<file path="config.mk">
export PLATFORM = sky130hd
export DESIGN_NAME = lsu_mem_port
export DESIGN_NICKNAME = d
export VERILOG_FILES = /design/src/rtl/lsu_mem_port.sv
export SDC_FILE = /design/constraint.sdc
export NUM_CORES = 1
export LEC_CHECK = 0
export BUFFER_PORTS_ARGS = -buffer_cell sky130_fd_sc_hd__buf_2
export CORE_ASPECT_RATIO = 0.75
export CORE_UTILIZATION = 30
export CTS_CLUSTER_DIAMETER = 30
export DETAILED_ROUTE_END_ITERATION = 10
export HOLD_SLACK_MARGIN = 0.15
export PLACE_DENSITY = 0.53
export RECOVER_POWER = 100
export SYNTH_ARGS = -nofsm -noshare
export SYNTH_HDL_FRONTEND = slang
export SYNTH_SLANG_ARGS = --single-unit
</file>
<file path="constraint.sdc">
create_clock -name clk_i -period 7.59 [get_ports clk_i]
set_input_delay 2.277 -clock clk_i [delete_from_list [all_inputs] [get_ports clk_i]]
set_output_delay 2.277 -clock clk_i [all_outputs]
set_load 0.005 [all_outputs]
</file>
<file path="src/rtl/lsu_mem_port.sv">
// Load/store unit between EX/MEM and a word-only data memory: sub-word stores use read-modify-write, loads are extended.
// Optional macro LSU_RANGE_CHK_EN adds a fault for accesses that run past MEM_BYTES.
module lsu_mem_port #(
    parameter int MEM_BYTES = 32,
    parameter int ADDR_W    = 32
) (
    input  logic              clk_i,
    input  logic              rst_i,
    input  logic              req_i,
    input  logic              we_i,
    input  logic [2:0]        funct3_i,
    input  logic [ADDR_W-1:0] addr_i,
    input  logic [31:0]       wdata_i,
    output logic              stall_o,
    output logic [31:0]       rdata_o,
    output logic              rvalid_o,
    output logic              err_o,
    output logic [ADDR_W-1:0] mem_adr_o,
    output logic [31:0]       mem_data_o,
    output logic              mem_wr_o,
    output logic              mem_re_o,
    input  logic [31:0]       mem_data_i,
    output logic [1:0]        dbg_state_o
);

    // Handshake: a request is taken on a rising edge where req_i=1 and stall_o=0;
    // the pipeline keeps req_i and its operands steady while stall_o is high.
    typedef enum logic [1:0] {
        S_IDLE   = 2'd0,
        S_LD     = 2'd1,
        S_RMW_RD = 2'd2,
        S_WR     = 2'd3
    } state_t;

    state_t            state_q, state_d;
    logic [ADDR_W-1:0] adr_q;
    logic [1:0]        lane_q;
    logic [2:0]        f3_q;
    logic [31:0]       word_q;
    logic [31:0]       rdata_q;
    logic              rvalid_q;
    logic              err_q;

    logic              accept;
    logic              illegal_f3;
    logic              misalign;
    logic              range_err;
    logic              fault;
    logic [31:0]       merged;
    logic [31:0]       ld_val;
    logic [7:0]        ld_byte;
    logic [15:0]       ld_half;

    if (MEM_BYTES < 4) begin : g_bad_mem_bytes
        $error("lsu_mem_port: MEM_BYTES must cover at least one word");
    end

    assign accept     = (state_q == S_IDLE) && req_i;
    assign illegal_f3 = (funct3_i == 3'b011) || (funct3_i == 3'b110) || (funct3_i == 3'b111);
    assign misalign   = ((funct3_i[1:0] == 2'b01) && addr_i[0]) ||
                        ((funct3_i[1:0] == 2'b10) && (addr_i[1:0] != 2'b00));

`ifdef LSU_RANGE_CHK_EN
    logic [ADDR_W:0] last_byte;
    logic [ADDR_W:0] size_m1;

    always_comb begin
        size_m1 = '0;
        case (funct3_i[1:0])
            2'b01:   size_m1 = (ADDR_W+1)'(1);
            2'b10:   size_m1 = (ADDR_W+1)'(3);
            default: size_m1 = '0;
        endcase
    end

    // One extra bit so an address near the top of the space cannot wrap into range.
    assign last_byte = {1'b0, addr_i} + size_m1;
    assign range_err = last_byte >= (ADDR_W+1)'(MEM_BYTES);
`else
    assign range_err = 1'b0;
`endif

    assign fault = illegal_f3 || misalign || range_err;

    always_comb begin
        state_d = state_q;
        case (state_q)
            S_IDLE: begin
                if (accept && !fault) begin
                    if (!we_i)                      state_d = S_LD;
                    else if (funct3_i[1:0] == 2'b10) state_d = S_WR;
                    else                            state_d = S_RMW_RD;
                end
            end
            S_LD:     state_d = S_IDLE;
            S_RMW_RD: state_d = S_WR;
            S_WR:     state_d = S_IDLE;
            default:  state_d = S_IDLE;
        endcase
    end

    // word_q holds the store data on acceptance; the sub-word lane is spliced into the read word.
    always_comb begin
        merged = mem_data_i;
        if (f3_q[1:0] == 2'b00) begin
            merged[{lane_q, 3'b000} +: 8] = word_q[7:0];
        end else if (lane_q[1]) begin
            merged[31:16] = word_q[15:0];
        end else begin
            merged[15:0] = word_q[15:0];
        end
    end

    assign ld_byte = mem_data_i[{lane_q, 3'b000} +: 8];
    assign ld_half = lane_q[1] ? mem_data_i[31:16] : mem_data_i[15:0];

    always_comb begin
        ld_val = mem_data_i;
        case (f3_q)
            3'b000:  ld_val = {{24{ld_byte[7]}}, ld_byte};
            3'b001:  ld_val = {{16{ld_half[15]}}, ld_half};
            3'b100:  ld_val = {24'h0, ld_byte};
            3'b101:  ld_val = {16'h0, ld_half};
            default: ld_val = mem_data_i;
        endcase
    end

    always_ff @(posedge clk_i or negedge rst_i) begin
        if (!rst_i) begin
            state_q  <= S_IDLE;
            adr_q    <= '0;
            lane_q   <= '0;
            f3_q     <= '0;
            word_q   <= '0;
            rdata_q  <= '0;
            rvalid_q <= 1'b0;
            err_q    <= 1'b0;
        end else begin
            state_q  <= state_d;
            err_q    <= accept && fault;
            rvalid_q <= (state_q == S_LD);
            if (accept && !fault) begin
                adr_q  <= {addr_i[ADDR_W-1:2], 2'b00};
                lane_q <= addr_i[1:0];
                f3_q   <= funct3_i;
                word_q <= wdata_i;
            end
            if (state_q == S_LD) begin
                rdata_q <= ld_val;
            end
            if (state_q == S_RMW_RD) begin
                word_q <= merged;
            end
        end
    end

    assign stall_o     = (state_q != S_IDLE);
    assign mem_re_o    = (state_q == S_LD) || (state_q == S_RMW_RD);
    assign mem_wr_o    = (state_q == S_WR);
    assign mem_adr_o   = adr_q;
    assign mem_data_o  = word_q;
    assign rdata_o     = rdata_q;
    assign rvalid_o    = rvalid_q;
    assign err_o       = err_q;
    assign dbg_state_o = state_q;

endmodule

</file>
**Yosys cells after proc, flatten, opt, wreduce, memory -nomap -nowiden**

Cells that the tools add are included.

- Register bits: 103
- Latch bits: 0
- Memory bits (writable): 0
- Bits in read-only memories: 0
- Output and inout port bits: 103
- Memories: 0

- $add $sub $neg: 1
- Multiply operators: 0
- Divide/modulo/power cells: 0
- Magnitude comparators: 0
- Equality and inequality tests: 13
- Shift operators: 3
- Multiplexer cells: 12
- Bitwise gates (word level): 0
- Reduce and logical (&&, ||, !) cells: 19

Operators with widths:

| operator | number |
|---|---|
| $pmux W32 S4 | 1 |
| $mux W32 | 3 |
| $mux W16 | 3 |
| $bwmux W32 | 1 |
| $shift A8 B7 Y32 const A | 1 |
| $shiftx A32 B6 Y8 | 1 |
| $shiftx A8 B7 Y32 | 1 |
| $eq A3 B3 Y1 const B | 4 |
| $neg A5 Y7 | 1 |
| $eq A2 B2 Y1 const B | 3 |
| $pmux W2 S3 | 1 |
| $reduce_bool A2 Y1 | 3 |
| $logic_and A1 B1 Y1 | 5 |
| $logic_or A1 B1 Y1 | 5 |
| $eq A2 B1 Y1 const B | 2 |
| $logic_not A2 Y1 | 2 |
| $mux W2 | 2 |
| $eq A3 B1 Y1 const B | 1 |
| $eq A3 B2 Y1 const B | 1 |
| $logic_not A3 Y1 | 1 |
| $ne A3 B3 Y1 const B | 1 |
| $ne A2 B1 Y1 const B | 1 |
| $reduce_and A2 Y1 | 1 |
| $reduce_or A2 Y1 | 1 |
| other kinds (2) | 2 |

**Depth between registers and ports, before layout**

- Word-level depth: 8
- Mapped depth: 10
- Depth with buffers taken out: 6

**Least setup slack after synthesis**

No wires, ideal clock.

- Path kind: input port to flip-flop
- Start point: input port funct3_i[0]
- End point: register word_q[0], in the netlist mem_data_o[0]
- Library setup time: 0.125 ns
- Arrival time: 3.693 ns
- Required time: 7.465 ns
- Path slack: 3.773 ns
- Stages on the path: 5
- Path buffers: 1
- Cells stage by stage: or4_4 -> a21o_1 -> buf_6 -> o21ai_4 -> mux2_2

- Cells in the longest elaborated chain, start to end: 8
- Elaborated cells between the ends (all ways): 15
- Classes of those cells: 5 x eq/ne; 10 x reduce/logical

Ends and longest elaborated chain:

| item | RTL line | RTL |
|---|---|---|
| start: declaration | 11 | `input logic [2:0] funct3_i,` |
| $eq A3 B2 Y1 (tied with other cells) | 59 | `assign illegal_f3 = (funct3_i == 3'b011) \|\| (funct3_i == 3'b110) \|\| (funct3_i == 3'b111);` |
| $logic_or A1 B1 Y1 (tied with other cells) | 59 |  |
| $logic_or A1 B1 Y1 (on tied branches) | 59, 60 |  |
| $logic_or A1 B1 Y1 * | 83 | `assign fault = illegal_f3 \|\| misalign \|\| range_err;` |
| $logic_not A1 Y1 * | 142 | `if (accept && !fault) begin` |
| $logic_and A1 B1 Y1 * | 142 |  |
| $reduce_bool A2 Y1 (no source line) * | -- |  |
| $reduce_and A2 Y1 (no source line) * | -- |  |
| end signal: assignment | 146 | `word_q <= wdata_i;` |
| end signal: assignment | 152 | `word_q <= merged;` |
| end: declaration | 39 | `logic [31:0] word_q;` |

Mark *: on every way between the ends. The rest lies on a longest branch, timed or not.
A chain may end at the register's enable or synchronous reset.

**Worst setup path in the final report**

- Start point: input port funct3_i[0]
- End point: register state_q[1], in the netlist dbg_state_o[1]

- Cells in the longest elaborated chain, start to end: 7
- Elaborated cells between the ends (all ways): 14
- Classes of those cells: 6 x eq/ne; 8 x reduce/logical

Ends and longest elaborated chain:

| item | RTL line | RTL |
|---|---|---|
| $eq A3 B2 Y1 (tied with other cells) | 59 |  |
| $logic_or A1 B1 Y1 (tied with other cells) | 59 |  |
| $logic_or A1 B1 Y1 (on tied branches) | 59, 60 |  |
| $logic_or A1 B1 Y1 * | 83 |  |
| $logic_not A1 Y1 * | 89 | `if (accept && !fault) begin` |
| $logic_and A1 B1 Y1 * | 89 |  |
| $ne A2 B1 Y1 (no source line) * | -- |  |
| end signal: assignment | 139 | `state_q <= state_d;` |
| end: declaration | 35 | `state_t state_q, state_d;` |

Marked as above.

==> flow_summary.yaml <==
synthesis:
  async_flop_share: 1.00
  syn-cell-area_mm2: 0.00539
  seq_area_frac_synth: 0.478
  synth_edf_count: 0
  ys_types: 48
  syn_area_per_cell_um2: 9.24
  synth_area_leader_cell: "dfrtp_1"
  synth_cells: 583
  ys_warn_count: 0
  yosysTopAreaCellShare: 0.478
  ys.flop_type: "dfrtp_1"
  ys_ff_latch: 103
  synthTopCellsByArea: "dfrtp_1 48%, nand2_1 10%, mux2_2 6.5%"
timing:
  setup_violations: 0
  rsz0062_at_grt: "false"
  slew_viol_final: 196
  holdWs_ps: 472
  fin_setup_tns_ps: 0
  layout_min_cycle_time_ps: 5240
  finalClockSkew_ps: 6.15
  finalCritPeriodShare: 0.690
  finalHoldViolations: 0
  tightest_slew_ps: 2560
  timing.fmax_ghz: 0.191
  slew_headroom: -0.709
  finalWorstSetupSlack_ps: 2350
floorplan:
  die_h_um: 118
  start_util: 0.306
  die_area_mm2: 0.0185
  rows: 42
  coreArea_mm2: 0.0176
  io_pins: 206
  fp.dieW_um: 157
cts:
  clockRootBuffer: "clkbuf_16"
  clock-sinks: 103
  htree_levels: 3
  clkLatencyLatePin_ps: 350
  cts_tree: "done"
  cts_setup_buffers: 0
  cts_resized: 0
  ctsHoldBuffers: 0
  path_clk_slew_ps: 70
  clk_path_buf_depth: 2
  numCtsBuffers: 9
detailed_routing:
  num_vias: 4957
  drtIter0Drc: 420
  postRouteAntennaNets: 0
  viasPerCell: 4.90
  drtPass1Iterations: 5
  wirelength_um: 18900
  drc: 0
  routedWlPerCell_um: 18.7
final_layout:
  instances_no_fill: 1012
  nets: 878
  design_area_mm2: 0.00679
  area_delta_synth_final_pct: 26.0
  utilization: 0.386
  layout-drive-gt1-share: 0.272
setup_path:
  reg2reg_to: "rdata_o[17]"
  worstSetupPathType: "in -> reg"
  r2r_cells: 5
  cp_max_fo: 47
  cpMaxStageDelayCell: "clkbuf_1"
  cp.required_ps: 7820
  arrival_ps: 5470
  r2r-start: "dbg_state_o[1]"
  slowest_delay_ps: 1530
  crit_chain: "clkbuf_1 -> or4_1 -> a21oi_1 -> clkbuf_1 -> o221a_2 -> a21oi_1"
  end_kind: "register"
  ff2ff_setup_slack_ps: 4040
  cp-start-kind: "input pin"
place:
  post-place-ws_ps: 3410
  place_inst: 996
  port_buffers: 203
  hpwl_um: 13600
  postPlaceCellArea_mm2: 0.00661
  gp_congestion: 0.815
status:
  violations: "max-capacitance violations, max-slew violations"
  outcome: "finished, violations left"
pwr:
  p_leak_nw: 3.18
  ir_drop_v: 0.000127
  total_power_mw: 2.95
  powerDensity_mw_per_mm2: 435
min_path:
  min_path_cells: 2
  worstHoldStart: "mem_adr_o[29]"
  holdCritPathClass: "reg -> reg"
  whs_endpoint: "mem_adr_o[29]"
global_route:
  antenna_found_initial: 3
  overflow: 0
  grt_pass1_vias: 4812
  grt_max_degree: 61
  track_usage: 0.209
  grt_first_pass_wirelength_um: 28800
run:
  maxCapViolations: 4
[worst max path at each step]
stage | startpoint | to | cells after the start
after detailed placement | funct3_i[0] | dbg_state_o[1] | 6
after floorplan | funct3_i[0] | mem_data_o[0] | 5
after global routing | funct3_i[0] | mem_data_o[24] | 6
final | funct3_i[0] | dbg_state_o[1] | 6
after global placement | funct3_i[0] | dbg_state_o[1] | 6
after CTS | funct3_i[0] | dbg_state_o[1] | 6
[final cells by class]
cell class | count | area (um2)
Antenna cell | 1 | 2.50
Clock buffer | 9 | 225
Clock inverter | 6 | 62.6
Fill cell | 1868 | 10800
Inverter | 8 | 30.0
Multi-Input combinational cell | 432 | 2590
Sequential cell | 103 | 2580
Tap cell | 242 | 303
Timing Repair Buffer | 211 | 1000
[sequential cells by signal, indices dropped and copies added (netlist names)]
signal and cells:
dbg_state_o 2, err_o 1, f3_q 3, lane_q 2
mem_adr_o 30, mem_data_o 32, rdata_o 32, rvalid_o 1
[routing by layer]
layer | vias to the layer above | share of wire | global-route usage
met1 | 2378 | 0.48 | 0.302
met5 | - | 0 | 0
met4 | 0 | 0.0094 | 0.0466
met2 | 168 | 0.43 | 0.308
met3 | 11 | 0.072 | 0.0556
li1 | 2400 | - | -
[synth_stat cells (2+ instances only)]
library cell / number
nand2_1: 148
dfrtp_1: 103
a21oi_1: 59
nor2_1: 34
mux2_2: 31
clkbuf_1: 27
o21ai_0: 22
a221oi_1: 12
mux2i_1: 12
nor2b_1: 11
ha_1: 10
a221o_1: 8
a22o_1: 8
a31oi_1: 8
nor3b_1: 8
a22oi_1: 7
inv_1: 7
nand3b_1: 7
a2bb2oi_1: 6
buf_2: 6
buf_1: 5
and2_1: 4
a21o_1: 3
a32o_1: 3
and2_0: 3
nand2b_1: 3
a21oi_2: 2
a41oi_1: 2
buf_4: 2
nand3_1: 2
nor4bb_1: 2
o31ai_1: 2
[cell usage in the layout, fill, tap and decap left out, types with 6 or more instances in the layout]
cell type	synthesis	routed
o21ai_0	22	23
a22o_1	8	8
a221o_1	8	8
nor2_1	34	34
a2bb2oi_1	6	6
inv_1	7	7
mux2i_1	12	12
clkbuf_1	27	51
nor2b_1	11	11
ha_1	10	10
nand3b_1	7	7
clkbuf_16	0	9
a21oi_1	59	61
nand2_1	148	148
a22oi_1	7	7
buf_2	6	154
dfrtp_1	103	103
nor3b_1	8	8
a221oi_1	12	12
mux2_2	31	31
a31oi_1	8	8
[cell families after synthesis]
family / after synthesis / share of synthesized area
buf+inv: 49 / 0.0383
flops: 103 / 0.478
fa+ha+maj: 10 / 0.0232
compound gates: 149 / 0.183
mux: 44 / 0.0913
simple gates: 227 / 0.185
other cells: 1 / 0.000696
[power by group]
group          internal, mW  switching (mW)  total (mW)  leakage, nW
clock network         0.253           0.213       0.466        0.133
registers             0.836           0.210        1.05         1.21
logic                 0.619           0.820        1.44         1.83
total                  1.71            1.24        2.95         3.18
[worst max-delay path, delay by kind of cell]
kind	cells	cell delay, ps
buffers and inverters	2	1670
AO/OA/AOI/OAI	3	910
AND/OR/NAND/NOR	1	590
(Power assumes the default switching activity.)
